File: src/rtl/fifo_pkg.sv
// Shared definitions for the synchronous FIFO family.
//   fifo_unit    : default data word type (FIFO_WIDTH_DEFAULT bits wide)
//   fifo_depth   : entry count derived from log2 depth
//   fifo_count_w : bit width needed to hold an occupancy of 0..DEPTH
package fifo_pkg;

  localparam int unsigned FIFO_WIDTH_DEFAULT = 8;

  typedef logic [FIFO_WIDTH_DEFAULT-1:0] fifo_unit;

  function automatic int unsigned fifo_depth(input int unsigned depth_bits);
    return 32'd1 << depth_bits;
  endfunction

  // One extra bit so that a completely full FIFO (count == DEPTH) is representable.
  function automatic int unsigned fifo_count_w(input int unsigned depth_bits);
    return depth_bits + 32'd1;
  endfunction

endpackage

File: src/rtl/fifo_ram.sv
// Simple dual-port storage for the FIFO: DEPTH x WIDTH words.
//   clk     : clock
//   reset   : synchronous active-low reset (read register only; storage is not reset)
//   we      : write enable
//   w_addr  : write address
//   w_data  : write data
//   re      : read enable; loads r_data from mem[r_addr] on the edge
//   r_addr  : read address
//   r_data  : registered read data, holds when re is low
module fifo_ram
  import fifo_pkg::*;
#(
  parameter int unsigned WIDTH      = 8,
  parameter int unsigned DEPTH_BITS = 4
) (
  input  logic                  clk,
  input  logic                  reset,
  input  logic                  we,
  input  logic [DEPTH_BITS-1:0] w_addr,
  input  logic [WIDTH-1:0]      w_data,
  input  logic                  re,
  input  logic [DEPTH_BITS-1:0] r_addr,
  output logic [WIDTH-1:0]      r_data
);

  localparam int unsigned DEPTH = fifo_depth(DEPTH_BITS);

  logic [WIDTH-1:0] mem [DEPTH];

  always_ff @(posedge clk) begin
    if (we) begin
      mem[w_addr] <= w_data;
    end
  end

  // The read register is reset so r_data is never X, even though mem is uninitialised.
  always_ff @(posedge clk) begin
    if (!reset) begin
      r_data <= '0;
    end else if (re) begin
      r_data <= mem[r_addr];
    end
  end

endmodule

File: src/rtl/fifo_sync_param.sv
// Parametrised single-clock FIFO with occupancy count, programmable
// almost-full/almost-empty flags, flush, and sticky overflow/underflow flags.
//   clk, reset      : clock, synchronous active-low reset
//   push, w_data    : write request and data
//   pop             : read request; r_data/valid appear one cycle later
//   flush           : synchronous clear of contents (error flags kept)
//   clr_err         : clears ovf/udf (a same-cycle set wins)
//   r_data, valid   : registered read data and its new-data strobe
//   ful, ept        : full / empty
//   almost_full     : count >= DEPTH - AF_MARGIN
//   almost_empty    : count <= AE_MARGIN
//   count           : occupancy 0..DEPTH
//   ovf, udf        : sticky rejected-push / rejected-pop flags
module fifo_sync_param
  import fifo_pkg::*;
#(
  parameter int unsigned WIDTH      = 8,
  parameter int unsigned DEPTH_BITS = 4,
  parameter int unsigned AF_MARGIN  = 2,
  parameter int unsigned AE_MARGIN  = 2
) (
  input  logic                  clk,
  input  logic                  reset,
  input  logic                  push,
  input  logic [WIDTH-1:0]      w_data,
  input  logic                  pop,
  input  logic                  flush,
  input  logic                  clr_err,
  output logic [WIDTH-1:0]      r_data,
  output logic                  valid,
  output logic                  ful,
  output logic                  ept,
  output logic                  almost_full,
  output logic                  almost_empty,
  output logic [DEPTH_BITS:0]   count,
  output logic                  ovf,
  output logic                  udf
);

  localparam int unsigned DEPTH = fifo_depth(DEPTH_BITS);
  localparam int unsigned CW    = fifo_count_w(DEPTH_BITS);

  localparam logic [CW-1:0] FULL_LVL = CW'(DEPTH);
  localparam logic [CW-1:0] AF_LVL   = CW'(DEPTH - AF_MARGIN);
  localparam logic [CW-1:0] AE_LVL   = CW'(AE_MARGIN);

  logic [DEPTH_BITS-1:0] wr_ptr;
  logic [DEPTH_BITS-1:0] rd_ptr;
  logic                  pop_acc;
  logic                  push_acc;
  logic                  ram_we;
  logic                  ram_re;

  // Status flags depend only on the count register, so they move only on edges.
  always_comb begin
    ept          = (count == '0);
    ful          = (count == FULL_LVL);
    almost_full  = (count >= AF_LVL);
    almost_empty = (count <= AE_LVL);
  end

  // A pop on empty is rejected even with a same-cycle push (no bypass);
  // a push on full is accepted only when a pop frees the slot.
  always_comb begin
    pop_acc  = pop && !ept;
    push_acc = push && (!ful || pop_acc);
    ram_we   = reset && !flush && push_acc;
    ram_re   = !flush && pop_acc;
  end

  fifo_ram #(
    .WIDTH      (WIDTH),
    .DEPTH_BITS (DEPTH_BITS)
  ) u_ram (
    .clk    (clk),
    .reset  (reset),
    .we     (ram_we),
    .w_addr (wr_ptr),
    .w_data (w_data),
    .re     (ram_re),
    .r_addr (rd_ptr),
    .r_data (r_data)
  );

  always_ff @(posedge clk) begin
    if (!reset || flush) begin
      wr_ptr <= '0;
      rd_ptr <= '0;
      count  <= '0;
      valid  <= 1'b0;
    end else begin
      if (push_acc) begin
        wr_ptr <= wr_ptr + DEPTH_BITS'(1);
      end
      if (pop_acc) begin
        rd_ptr <= rd_ptr + DEPTH_BITS'(1);
      end
      count <= count + CW'(push_acc) - CW'(pop_acc);
      valid <= pop_acc;
    end
  end

  // Flush discards the push/pop of its cycle, so it raises no error; clr_err still applies.
  always_ff @(posedge clk) begin
    if (!reset) begin
      ovf <= 1'b0;
      udf <= 1'b0;
    end else if (flush) begin
      if (clr_err) begin
        ovf <= 1'b0;
        udf <= 1'b0;
      end
    end else begin
      ovf <= (push && !push_acc) || (ovf && !clr_err);
      udf <= (pop && !pop_acc) || (udf && !clr_err);
    end
  end

endmodule

File: config.mk
export PLATFORM = sky130hd
export DESIGN_NAME = fifo_sync_param
export DESIGN_NICKNAME = d
export VERILOG_FILES = /design/src/rtl/fifo_pkg.sv /design/src/rtl/fifo_ram.sv /design/src/rtl/fifo_sync_param.sv
export SDC_FILE = /design/constraint.sdc
export NUM_CORES = 1
export LEC_CHECK = 0
export BUFFER_PORTS_ARGS = -buffer_cell sky130_fd_sc_hd__buf_2
export CELL_PAD_IN_SITES_DETAIL_PLACEMENT = 0
export CELL_PAD_IN_SITES_GLOBAL_PLACEMENT = 1
export CORE_MARGIN = 1.5
export CORE_UTILIZATION = 45
export DETAILED_ROUTE_END_ITERATION = 10
export MAX_ROUTING_LAYER = met4
export PLACE_DENSITY_LB_ADDON = 0.1
export RECOVER_POWER = 50
export SETUP_SLACK_MARGIN = 0.1
export SLEW_MARGIN = 20
export SYNTH_ARGS = -nofsm -noshare
export SYNTH_HDL_FRONTEND = slang
export SYNTH_SLANG_ARGS = --single-unit
export TNS_END_PERCENT = 20
File: constraint.sdc
create_clock -name clk -period 2.6 [get_ports clk]
set_clock_uncertainty 0.15 [all_clocks]
set_input_delay 0.52 -clock clk [delete_from_list [all_inputs] [get_ports clk]]
set_output_delay 0.52 -clock clk [all_outputs]
set_load 0.005 [all_outputs]
==> reports/qor.txt <==
Worst-path clk slew: 60 ps
Ports: 34
clk_lat worst skew: 420 ps
relative slew slack: 0.523
Period minus WS final: 2440 ps
detailed-route wire length: 12000 um
Die Y: 120 um
dpl cells: 563
Seq pwr share: 0.446
Post-synth EDFFs: 128
GR Overflow Total: 0
Worst Setup Start Kind: flop
RePlAce Congestion: 0.738
Final Instance Count excl. Fillers: 602
Worst R2R Setup Slack: 160 ps
synthesized instance count: 342
routed vias/inst: 5.23
initial core utilization: 0.465
P&R area growth vs syn: 19.8%
Seq/Total Area, Yosys: 0.697
mux cell area share after synthesis: 0.155
Switching Fraction: 0.220
hold_buf cts: 0
Tot Pwr: 6120 uW
nets: 443
most frequent cells in the layout: edfxtp_1, nor2_1, buf_4
Synthesized Nets: 372
hold crit path type: primary input to flop
mapped cell area: 0.00620 mm2
CTS Sinks: 152
Comb pwr share: 0.127
synthesis warning total: 0
asr flop ratio synth: 0
max cap viols: 0
f_max: 409 MHz
antenna-violating nets left: 0
Die Footprint: 0.0145 mm2
CTS tree: done
commonest non-fill, non-tap cell in the layout: edfxtp_1
Final period util: 0.939
DP HPWL: 7560 um
Sw Pwr: 1350 uW
Peak supply drop: 468 uV
synthesized flop and latch total: 152
# diodes: 0
Clock power frac: 0.427
Syn Area/Cell: 18.1 um2
Adder-Cell Fraction of Synth Area: 0.0335
largest family of logic cells by synthesized area: multiplexers
total CTS buffers: 17
CP max FO: 5
Fin Setup TNS: 0 ps
Synth Area in Compound Gates: 0.0276
Core Region: 0.0133 mm2
Post-Synth Simple-Gate Area: 0.0496
CP Class: flop to primary output
vias: 3150
Netlist cell types: 35
CP Capture Type: primary output
IO Port Bufs: 33
DRC viols: 0
Placed Area: 0.00674 mm2
Slew Viols, Final: 0
final core utilization: 0.557
Chip Width: 120 um
initial drt markers: 149
Cell Pwr Density: 824 mW/mm2
xor and xnor area share after synthesis: 0.0127
status: finished clean
worst slew pin tran: 715 ps
root buf cell: clkbuf_16
DR pass1 iterations: 5
vias in the first global route: 3220
final hold viol count: 0
Final Cell Area: 0.00743 mm2
share of layout cells above drive strength 1: 0.279
H-Tree Depth: 4
Avg WL per Cell: 20.0 um
FP Rows: 42
final setup fails: 0
RSZ-0062 raised after global routing: true
Clock Tree Buf Depth: 2
Worst EP required: 1930 ps
Leak: 0.00256 uW
largest net degree at the start of global routing: 31
main flop type after synthesis: edfxtp_1
first-pass GRT wire length: 18700 um
initial antenna violation count: 0
Internal Power: 4770 uW
WP data arrival: 1770 ps
GRT Overall Usage: 0.185
[power by group through the flow]
stage          logic [uW]  clock network, uW  registers [uW]
2_1_floorplan         497                  0            2780
3_3_place_gp          722                  0            2780
3_5_place_dp          726                  0            2780
4_1_cts               794               2670            2730
5_1_grt               877               2740            2730
6_report              779               2610            2730
[flip-flops by register name, indices dropped and copies added, names as in the netlist]
| register | flops |
|---|---|
| u_ram.r_data | 8 |
| rd_ptr | 4 |
| udf | 1 |
| count | 5 |
| valid | 1 |
| ovf | 1 |
| wr_ptr | 4 |
| u_ram.mem | 128 |
[synthesized netlist by cell type, types with 5 or more instances]
library cell  count  share of area
dfxtp_1          24          0.077
mux4_2           16          0.058
edfxtp_1        128           0.62
mux2_2            8          0.015
a221o_1           8          0.013
xor2_1            5         0.0071
ha_1             15          0.030
clkbuf_1          9         0.0054
nor2_1           33          0.020
mux2i_1           9          0.015
nand2_1           8         0.0048
inv_1            12         0.0073
mux4_1           16          0.068
nand3_1           8         0.0065
[metrics by stage]
| step | hold slack [ps] | worst slack, ps |
|---|---|---|
| finish | 254 | 158 |
| global route | 289 | 23.0 |
| CTS | 233 | 101 |
| detailed placement | 287 | -3.71 |
| global placement | 289 | 56.8 |
| floorplan | 294 | 83.4 |
[logic make-up after synthesis]
group | after synthesis
adder cells (fa/ha/maj) | 16
XOR/XNOR | 9
flip-flops | 152
AO/OA/AOI/OAI | 21
AND/OR/NAND/NOR | 66
buffers and inverters | 29
multiplexers | 49
[timing repair]
item / CTS / global route
resized for setup: 8 / 1
pin swaps: 7 / 4
buffers inserted: 7 / 0
setup endpoints to repair: 2 / 3
[per-layer routing]
metal / up-vias / global-route usage / wire length, um
met4: 0 / 0.0691 / 54
met5: - / - / 0
met1: 1605 / 0.248 / 5530
met2: 48 / 0.286 / 6000
li1: 1491 / - / -
met3: 6 / 0.0340 / 427
[critical path, cell delays in order, from the launching register on]
cell     delay [ps]
dfxtp_1         310
inv_2            70
ha_4            130
or4b_4          480
buf_4           180
inv_1            70
buf_2           110
[final timing paths]
kind	startpoint	endpoint	depth (start not counted)
worst max-delay path	count[3]	ept	6
worst min-delay path	clr_err	ovf	4
worst max register to register	count[3]	count[4]	13
worst min register to register	ovf	ovf	2
[final cells by class]
cell class	count	area, um2
fill	1130	5920
sequential	152	4330
multi-input combinational	161	1760
clock buffer	22	474
timing repair buffer	69	437
tap	176	220
clock inverter	10	166
inverter	12	47.5
Note: power is estimated with default switching activity, not from simulation.
